**src/rtl/seg_digit_scanner_pkg.sv**
```systemverilog
// Shared types and constants for the two-digit seven-segment scanner.
// Holds the slot FSM encoding, anode patterns and a width helper.
package seg_scan_pkg;

  typedef enum logic [1:0] {
    S_BLANK0 = 2'd0,
    S_SHOW0  = 2'd1,
    S_BLANK1 = 2'd2,
    S_SHOW1  = 2'd3
  } state_e;

  localparam logic [1:0] AN_OFF = 2'b11;
  localparam logic [1:0] AN_D0  = 2'b10;
  localparam logic [1:0] AN_D1  = 2'b01;

  // Bits needed to count 0..n-1; never less than one.
  function automatic int clog2(input int n);
    int w;
    w = 1;
    while ((1 << w) < n) w++;
    return w;
  endfunction

endpackage

```
**src/rtl/seg_digit_scanner_if.sv**
```systemverilog
// Load/ack handshake plus mux and anode drive for the digit scanner.
// The scanner takes the slave side; whoever supplies values takes master.
interface seg_digit_scanner_if;
  logic       load;
  logic [7:0] value;
  logic       lz_blank;
  logic       load_ack;
  logic [3:0] a;
  logic [3:0] b;
  logic       sel;
  logic [1:0] an_n;
  logic       tick;

  modport master (
    output load, value, lz_blank,
    input  load_ack, a, b, sel, an_n, tick
  );

  modport slave (
    input  load, value, lz_blank,
    output load_ack, a, b, sel, an_n, tick
  );
endinterface

```
**src/rtl/seg_digit_scanner_slot_timer.sv**
```systemverilog
// Free-running slot counter for the digit scanner: counts 0..PRESCALE-1
// and flags the end of the blank phase and the last clock of the slot.
module slot_timer
  import seg_scan_pkg::*;
#(
  parameter int PRESCALE = 50000,
  parameter int BLANK    = 16,
  parameter int CW       = clog2(PRESCALE)
) (
  input  logic          clk,
  input  logic          rst_n,
  output logic [CW-1:0] cnt_o,
  output logic          blank_done_o,
  output logic          wrap_o
);

  logic [CW-1:0] cnt_q;

  assign cnt_o  = cnt_q;
  assign wrap_o = (cnt_q == CW'(PRESCALE - 1));
  // With no blank interval the show phase may begin at once.
  assign blank_done_o = (BLANK == 0) ? 1'b1 : (cnt_q == CW'(BLANK - 1));

  always_ff @(posedge clk or negedge rst_n) begin
    if (!rst_n) begin
      cnt_q <= '0;
    end else if (wrap_o) begin
      cnt_q <= '0;
    end else begin
      cnt_q <= cnt_q + 1'b1;
    end
  end

endmodule

```
**src/rtl/seg_digit_scanner.sv**
```systemverilog
// Two-digit seven-segment scan controller: double-buffered value capture,
// mux select and active-low anodes with a blank interval per digit slot.
module seg_digit_scanner
  import seg_scan_pkg::*;
#(
  parameter int PRESCALE = 50000,
  parameter int BLANK    = 16
) (
  input logic                clk,
  input logic                rst_n,
  seg_digit_scanner_if.slave bus_if
);

  localparam int CW = clog2(PRESCALE);

  logic [CW-1:0] cnt;
  logic          blank_done;
  logic          wrap;

  slot_timer #(
    .PRESCALE (PRESCALE),
    .BLANK    (BLANK),
    .CW       (CW)
  ) u_slot_timer (
    .clk          (clk),
    .rst_n        (rst_n),
    .cnt_o        (cnt),
    .blank_done_o (blank_done),
    .wrap_o       (wrap)
  );

  state_e     state_q;
  logic       sel_q;
  logic [1:0] an_q;
  logic [3:0] a_q, b_q;
  logic [7:0] pend_q;
  logic       pend_v_q;
  logic       ack_q;
  logic       tick_q;
  logic       commit;

  assign commit = (state_q == S_SHOW1) && wrap;

  // Slot FSM; sel and anodes are registered alongside the state.
  always_ff @(posedge clk or negedge rst_n) begin
    if (!rst_n) begin
      state_q <= S_BLANK0;
      sel_q   <= 1'b0;
      an_q    <= AN_OFF;
    end else begin
      case (state_q)
        S_BLANK0: if (blank_done) begin
          state_q <= S_SHOW0;
          an_q    <= AN_D0;
        end
        S_SHOW0: if (wrap) begin
          sel_q <= 1'b1;
          if (BLANK == 0) begin
            state_q <= S_SHOW1;
            an_q    <= AN_D1;
          end else begin
            state_q <= S_BLANK1;
            an_q    <= AN_OFF;
          end
        end
        S_BLANK1: if (blank_done) begin
          state_q <= S_SHOW1;
          an_q    <= AN_D1;
        end
        S_SHOW1: if (wrap) begin
          sel_q <= 1'b0;
          if (BLANK == 0) begin
            state_q <= S_SHOW0;
            an_q    <= AN_D0;
          end else begin
            state_q <= S_BLANK0;
            an_q    <= AN_OFF;
          end
        end
        default: begin
          state_q <= S_BLANK0;
          sel_q   <= 1'b0;
          an_q    <= AN_OFF;
        end
      endcase
    end
  end

  // Handshake and double buffer.
  always_ff @(posedge clk or negedge rst_n) begin
    if (!rst_n) begin
      pend_q   <= '0;
      pend_v_q <= 1'b0;
      a_q      <= '0;
      b_q      <= '0;
      ack_q    <= 1'b0;
      tick_q   <= 1'b0;
    end else begin
      ack_q  <= bus_if.load;
      // Counter reaches PRESCALE-1 on the next edge exactly when it is at PRESCALE-2 now.
      tick_q <= (cnt == CW'(PRESCALE - 2));
      // NOTE: non-blocking assignments let a commit and a load share an edge:
      // the commit reads the old pend_q while the new value replaces it.
      if (commit && pend_v_q) begin
        {b_q, a_q} <= pend_q;
      end
      if (bus_if.load) begin
        pend_q   <= bus_if.value;
        pend_v_q <= 1'b1;
      end else if (commit) begin
        pend_v_q <= 1'b0;
      end
    end
  end

  assign bus_if.load_ack = ack_q;
  assign bus_if.a        = a_q;
  assign bus_if.b        = b_q;
  assign bus_if.sel      = sel_q;
  assign bus_if.tick     = tick_q;
  // Leading-zero suppression of digit 1 follows lz_blank within the same cycle.
  assign bus_if.an_n = (state_q == S_SHOW1 && bus_if.lz_blank && b_q == 4'd0)
                       ? AN_OFF : an_q;

endmodule

```
**src/flat_wrapper.sv**
```systemverilog
// flat-port wrapper written by rule: the top's interface ports become plain ports
module seg_digit_scanner_flat import seg_scan_pkg::*;
#(
  parameter int PRESCALE = 50000,
  parameter int BLANK    = 16
)
  (clk, rst_n, bus_if_load, bus_if_value, bus_if_lz_blank, bus_if_load_ack, bus_if_a, bus_if_b, bus_if_sel, bus_if_an_n, bus_if_tick);
  seg_digit_scanner_if bus_if_i ();
  input logic clk;
  input logic rst_n;
  input wire logic [$bits(bus_if_i.load)-1:0] bus_if_load;
  input wire logic [$bits(bus_if_i.value)-1:0] bus_if_value;
  input wire logic [$bits(bus_if_i.lz_blank)-1:0] bus_if_lz_blank;
  output wire logic [$bits(bus_if_i.load_ack)-1:0] bus_if_load_ack;
  output wire logic [$bits(bus_if_i.a)-1:0] bus_if_a;
  output wire logic [$bits(bus_if_i.b)-1:0] bus_if_b;
  output wire logic [$bits(bus_if_i.sel)-1:0] bus_if_sel;
  output wire logic [$bits(bus_if_i.an_n)-1:0] bus_if_an_n;
  output wire logic [$bits(bus_if_i.tick)-1:0] bus_if_tick;
  assign bus_if_i.load = bus_if_load;
  assign bus_if_i.value = bus_if_value;
  assign bus_if_i.lz_blank = bus_if_lz_blank;
  assign bus_if_load_ack = bus_if_i.load_ack;
  assign bus_if_a = bus_if_i.a;
  assign bus_if_b = bus_if_i.b;
  assign bus_if_sel = bus_if_i.sel;
  assign bus_if_an_n = bus_if_i.an_n;
  assign bus_if_tick = bus_if_i.tick;
  seg_digit_scanner #(.PRESCALE(PRESCALE), .BLANK(BLANK)) u_core (.clk(clk), .rst_n(rst_n), .bus_if(bus_if_i));
endmodule
```
**config.mk**
```make
export PLATFORM = sky130hd
export DESIGN_NAME = seg_digit_scanner_flat
export DESIGN_NICKNAME = d
export VERILOG_FILES = /design/src/rtl/seg_digit_scanner_pkg.sv /design/src/rtl/seg_digit_scanner_if.sv /design/src/rtl/seg_digit_scanner_slot_timer.sv /design/src/rtl/seg_digit_scanner.sv /design/src/flat_wrapper.sv
export SDC_FILE = /design/constraint.sdc
export NUM_CORES = 1
export LEC_CHECK = 0
export BUFFER_PORTS_ARGS = -buffer_cell sky130_fd_sc_hd__buf_4
export CAP_MARGIN = 5
export CORE_MARGIN = 2
export CORE_UTILIZATION = 56
export DETAILED_ROUTE_END_ITERATION = 16
export PLACE_DENSITY = 0.78
export SYNTH_ARGS = -nofsm -noshare
export SYNTH_HDL_FRONTEND = slang
export SYNTH_HIERARCHICAL = 1
export SYNTH_SLANG_ARGS = --single-unit
```
**constraint.sdc**
```tcl
create_clock -name clk -period 2.5 [get_ports clk]
set_input_delay 0.375 -clock clk [delete_from_list [all_inputs] [get_ports clk]]
set_output_delay 0.375 -clock clk [all_outputs]
set_load 0.01 [all_outputs]
```
# After elaboration in Yosys (flattened, before gate mapping)
# Cells that the tools add are included.
[classes] addsub=1 mul=0 div_mod_pow=0 order_cmp=0 eq_ne=11 shift=0 n_mux=15 n_bitwise=0 n_reduce_logical=12
[ops] operator="16-bit == test, second input constant" n=2
[ops] operator="16-bit by 1-bit adder with 16-bit output, second input constant" n=1
[ops] operator="16-bit by 4-bit == test with 1-bit output, second input constant" n=1
[ops] operator="16-bit 2-to-1 mux" n=1
[ops] operator="2-bit 2-to-1 mux" n=7
[ops] operator="2-bit by 1-bit inequality test with 1-bit output, second input constant" n=5
[ops] operator="2-bit one-hot mux with 4 select lines" n=1
[ops] operator="2-bit one-hot mux with 3 select lines" n=1
[ops] operator="3-bit AND reduction" n=2
[ops] operator="2-bit == test, second input constant" n=2
[ops] operator="1-bit logical AND" n=4
[ops] operator="4-bit logical NOT" n=1
[ops] operator="1-bit 2-to-1 mux" n=4
[ops] operator="4-bit AND reduction" n=1
[ops] operator="2-bit nonzero test" n=2
[ops] operator="2-bit by 1-bit == test with 1-bit output, second input constant" n=1
[ops] operator="2-bit logical NOT" n=1
[ops] operator="1-bit one-hot mux with 2 select lines" n=1
[ops] operator="2-bit OR reduction" n=1
[totals] reg_bits=40 latch_bits=0 ramBits=0 romBits=0 inputBits=12 output_inout_bits=13 word_cells=49 memories=0

# Logic depth before layout (Yosys ltp)
[depth] ltp_word=4 ltp_mapped=7 mapped_depth_nobuf=7

# By module
# Netlist, hierarchy kept.
[modules_own_cells] module="seg_digit_scanner" n_inst=1 cells_each=76 area_per_inst_um2=1066.0 seq_area_each_um2=603.1
[modules_own_cells] module="slot_timer" n_inst=1 cells_each=72 area_per_inst_um2=787.0 seq_area_each_um2=400.4

# Least setup slack after synthesis
# OpenSTA, ideal clock, no wires.
[synth_timing] path_kind="register to register" start="register u_core.u_slot_timer.cnt_q[0] (netlist: u_core/u_slot_timer/cnt_o[0])" end="register u_core.a_q[0] (netlist: u_core/bus_if.a[0])" setup_time_ps=125 arrival_time_ps=1815 t_required_ps=2375 slack_ps=560 path_stages_with_launch=7 n_path_buf=0 period_less_slack_ps=1940 cell_sequence="dfrtp_1 > ha_1 > and3_1 > nand3_1 > nor3_4 > nand3_2 > mux2_2"
[synth_between] elab_chain_len=3
[synth_lines] element="start, declared" line="seg_digit_scanner_slot_timer.sv:17" text="logic [CW-1:0] cnt_q;"
[synth_lines] element="start signal, assigned" line="seg_digit_scanner_slot_timer.sv:30" text="cnt_q <= cnt_q + 1'b1;"
[synth_lines] element="16-bit == test" line="seg_digit_scanner_slot_timer.sv:20" text="assign wrap_o = (cnt_q == CW'(PRESCALE - 1));"
[synth_lines] element="net u_core.wrap" line="seg_digit_scanner.sv:18" text="logic wrap;"
[synth_lines] element="1-bit logical AND" line="seg_digit_scanner.sv:42" text="assign commit = (state_q == S_SHOW1) && wrap;"
[synth_lines] element="1-bit logical AND" line="seg_digit_scanner.sv:104" text="if (commit && pend_v_q) begin"
[synth_lines] element="end signal, assigned" line="seg_digit_scanner.sv:105" text="{b_q, a_q} <= pend_q;"
[synth_lines] element="end, declared" line="seg_digit_scanner.sv:35" text="logic [3:0] a_q, b_q;"
# The timed path passes the listed nets, and every way through them passes these cells.
# A chain may end at the register's enable or synchronous reset.

# Worst setup path after layout
[layout_timing] start="register u_core.state_q[1]" end="output bus_if_an_n[1]"
[layout_between] elab_chain_len=4
[layout_lines] element="start, declared" line="seg_digit_scanner.sv:32" text="state_e state_q;"
[layout_lines] element="start signal, assigned" line="seg_digit_scanner.sv:47" text="state_q <= S_BLANK0;"
[layout_lines] element="start signal, assigned" line="seg_digit_scanner.sv:53" text="state_q <= S_SHOW0;"
[layout_lines] element="start signal, assigned" line="seg_digit_scanner.sv:59" text="state_q <= S_SHOW1;"
[layout_lines] element="2-bit == test" line="seg_digit_scanner.sv:122" text="assign bus_if.an_n = (state_q == S_SHOW1 && bus_if.lz_blank && b_q == 4'd0)"
[layout_lines] element="1-bit logical AND (2 in series)" line="seg_digit_scanner.sv:122"
[layout_lines] element="2-bit 2-to-1 mux" line="seg_digit_scanner.sv:123" text="? AN_OFF : an_q;"
[layout_lines] element="end, declared" line="flat_wrapper.sv:18" text="output wire logic [$bits(bus_if_i.an_n)-1:0] bus_if_an_n;"
# No other way between the ends.

==> flow_summary_export.csv <==
group,metric,value,unit
synth,syn_inst,148,
cts,cts_tree,"yes",
sta,min_period,2.10,ns
die,pin_count,25,
worst_setup_path,crit_start,"u_core/state_q[1]$_DFFE_PN0P_",
global_routing,grt.total_usage,21.8,%
cells_and_area,area_delta_synth_final,17.5,%
die,die_x,61.5,µm
synth,synth_edf_count,0,
worst_setup_path,arrival,1.73,ns
global_routing,grt_max_degree,41,
global_routing,antenna_found_initial,0,
route,highest_layer,"met4",
hold_path,whs_path_depth,1,
synth,yosys_warnings,6,
route,routed-wl-met2,1.69,mm
cells_and_area,fin_util,70.2,%
route,wl,3.31,mm
sta,max_slew_margin,67.2,%
cts,cts_setup_buffers,0,
synth,synth.area.top_cells,"dfrtp_1 51%, mux2_2 10%, ha_1 5.4%",
route,drc_errors,0,
worst_setup_path,startpoint_type,"flop",
cts,clock_path_buffers,2,
worst_setup_path,rrSetupSlack,0.50,ns
die,rows,20,
hold_path,hp-start,"bus_if_load",
die,initial_utilization,59.7,%
synth,syn_nets,168,
die,core,3100,µm²
sta,fmax,476,MHz
power_and_ir_drop,ir_drop,0.000377,V
placed_design,place_congestion,0.821,
route,viasPerCell,5.40,
cells_and_area,fillers,247,
cells_and_area,drive_above_1_share,32.0,%
route,wl_met3,142,µm
worst_setup_path,r2r_end,"u_core/state_q[1]$_DFFE_PN0P_",
route,dr.pass1.iters,4,
route,antenna_left,0,
route,wl_per_cell,14.7,µm
sta,finalHoldViolations,0,
route,num_vias,1216,
power_and_ir_drop,p_per_area,520,nW/µm²
cells_and_area,diodes,0,
sta,rsz0062_at_grt,"false",
sta,fin_crit_sh,84.0,%
run_status,status,"finished, final reports clean",
synth,syn_area_per_cell,12.5,µm²
cts,clkTransAtPathRegs,0.12,ns
hold_path,min_path_type,"in2reg",
cts,cts_htree_levels,2,
synth,syn_area,1850,µm²
die,die_y,61.5,µm
sta,skew,0.00591,ns
global_routing,grt_pass1_vias,1280,
synth,yosysSeqAreaShare,54.2,%
synth,synthTopCellsByCount,"38 x dfrtp_1, 17 x mux2_2, 14 x nor2_1, 8 x ha_1, 8 x xnor2_1",
cts,clockRootBuffer,"clkbuf_4",
cells_and_area,nets,200,
synth,synth_ff_type,"dfrtp_1",
hold_path,holdPathEnd,"u_core/bus_if.load_ack$_DFF_PN0_",
synth,yosysMostFrequentCell,"dfrtp_1",
sta,finalSetupViolCount,0,
global_routing,grt_pass1_wl,5.75,mm
synth,yosys.area.top_type,"dfrtp_1",
cts,numCtsBuffers,5,
worst_setup_path,r2r_cells,7,
worst_setup_path,cp_max_fo,6,
worst_setup_path,crit_type,"reg2out",
placed_design,hpwl,2.43,mm
cts,cts.sinks,40,
global_routing,grt.overflow.total,0,
worst_setup_path,r2r-start,"u_core/u_slot_timer/cnt_o[0]$_DFF_PN0_",
sta,drv_slew,0,
synth,ys_async_sr_fraction,100,%
sta,tightest_slew,0.492,ns
cts,clock_latency,0.36,ns
route,drt_iter0_markers,62,
power_and_ir_drop,p_leak,0.00107,µW
placed_design,port-buffer-count,24,
route,wl_met1,1.40,mm
flow_run,drv_cap,0,
sta,setup_tns,0,ns
synth,ys_ff_latch,40,
synth,yosysUniqueCellTypes,32,
worst_setup_path,cp.required,2.12,ns
synth,synth_top_area_share,51.3,%
worst_setup_path,end_kind,"output pin",
die,dieArea,3790,µm²
-- worst max-delay path by stage --
| stage | to | slack [ns] | depth (start not counted) |
|---|---|---|---|
| after floorplan | u_core/bus_if.a[0]$_DFFE_PN0P_ | 0.56 | 6 |
| after global routing | bus_if_an_n[0] | 0.16 | 5 |
| after detailed placement | u_core/bus_if.b[1]$_DFFE_PN0P_ | 0.51 | 6 |
| after global placement | u_core/state_q[1]$_DFFE_PN0P_ | 0.59 | 7 |
| after CTS | bus_if_an_n[0] | 0.37 | 5 |
| final | bus_if_an_n[1] | 0.40 | 5 |
-- area by class of cell --
cell class                      instances  area (µm²)  area share (%)
Tap cell                               44        55.1            2.53
Multi-Input combinational cell        100         818            37.6
Inverter                                7        26.3            1.21
Clock buffer                            6        41.3            1.90
Clock inverter                          2        35.0            1.61
Timing Repair Buffer                   26         198            9.08
Sequential cell                        40        1000            46.1
-- registers in the layout (all words and copies together) (netlist names) --
register / flops
u_core/bus_if.tick: 1
u_core/pend_q: 8
u_core/u_slot_timer/cnt_o: 16
u_core/bus_if.sel: 1
u_core/bus_if.load_ack: 1
u_core/an_q: 2
u_core/pend_v_q: 1
u_core/state_q: 2
u_core/bus_if.b: 4
u_core/bus_if.a: 4
-- stage by stage --
step                cells  cell area [µm²]  power [µW]  setup WS (ns)  hold slack, ns
floorplan             148             1850         694          0.560          0.0794
global placement      216             2090         722          0.593           0.372
detailed placement    216             2090         726          0.514           0.378
CTS                   225             2180        1140          0.372           0.218
global route          225             2180        1180          0.156           0.204
finish                225             2180        1130          0.400           0.219
-- where the power goes --
part           switching, µW  total (µW)  internal, µW
clock                    210         420           210
sequential              7.17         668           661
combinational           20.2        44.6          24.3
-- cells by family (layout without fill, tap and decap cells) --
logic type      count (synthesis)  after routing  share of synthesized area [%]
buf+inv                         8             41                           1.69
mux                            20             20                           12.0
flops                          40             40                           54.2
xor+xnor                       14             14                           6.62
simple gates                   52             52                           18.3
compound gates                  6              6                           1.89
fa+ha+maj                       8              8                           5.40
-- placed cells by master (no fill, tap or decap) --
cell type / Yosys / layout
nand2_1: 5 / 5
nor4b_1: 1 / 1
nand3_2: 1 / 1
xnor2_1: 8 / 8
ha_1: 8 / 8
clkbuf_1: 0 / 1
o21ai_0: 2 / 2
bufinv_16: 0 / 1
nand4_1: 2 / 2
mux2_2: 17 / 17
and3_1: 1 / 1
nand4_2: 1 / 1
dfrtp_1: 38 / 38
nand3b_1: 1 / 1
buf_4: 0 / 25
nand3_4: 1 / 1
inv_1: 7 / 7
nor4_4: 1 / 1
clkbuf_4: 0 / 5
nand3_1: 7 / 7
nor2_1: 14 / 14
a21o_1: 1 / 1
o21bai_1: 1 / 1
clkinv_2: 0 / 1
nor3_4: 1 / 1
dlygate4sd3_1: 0 / 1
nor3_1: 5 / 5
xor2_1: 6 / 6
nor4_2: 2 / 2
or4_1: 1 / 1
nand4b_1: 2 / 2
nor4_1: 3 / 3
mux2i_1: 3 / 3
or4b_1: 2 / 2
a21oi_1: 2 / 2
dfstp_2: 2 / 2
nor2b_1: 1 / 1
-- critical path, cell delays in order, from the launching register on --
cell and delay, ns:
dfrtp_1 0.45, ha_1 0.28, nor4b_1 0.27, nand3b_1 0.16, nand2_1 0.09, buf_4 0.11
-- per-layer routing --
metal	vias up	GRT usage (%)
met5	-	0
li1	583	-
met3	9	5.25
met1	597	26.2
met4	0	12.2
met2	27	35.9
-- repair_timing --
| item | 4_1_cts | 5_1_grt |
|---|---|---|
| gates resized for setup | 0 | 0 |
| hold buffers | 1 | 0 |
| endpoints found under the hold margin | 38 | 0 |
| setup endpoints to repair | 0 | 0 |
Note: power is estimated with default switching activity, not from simulation.
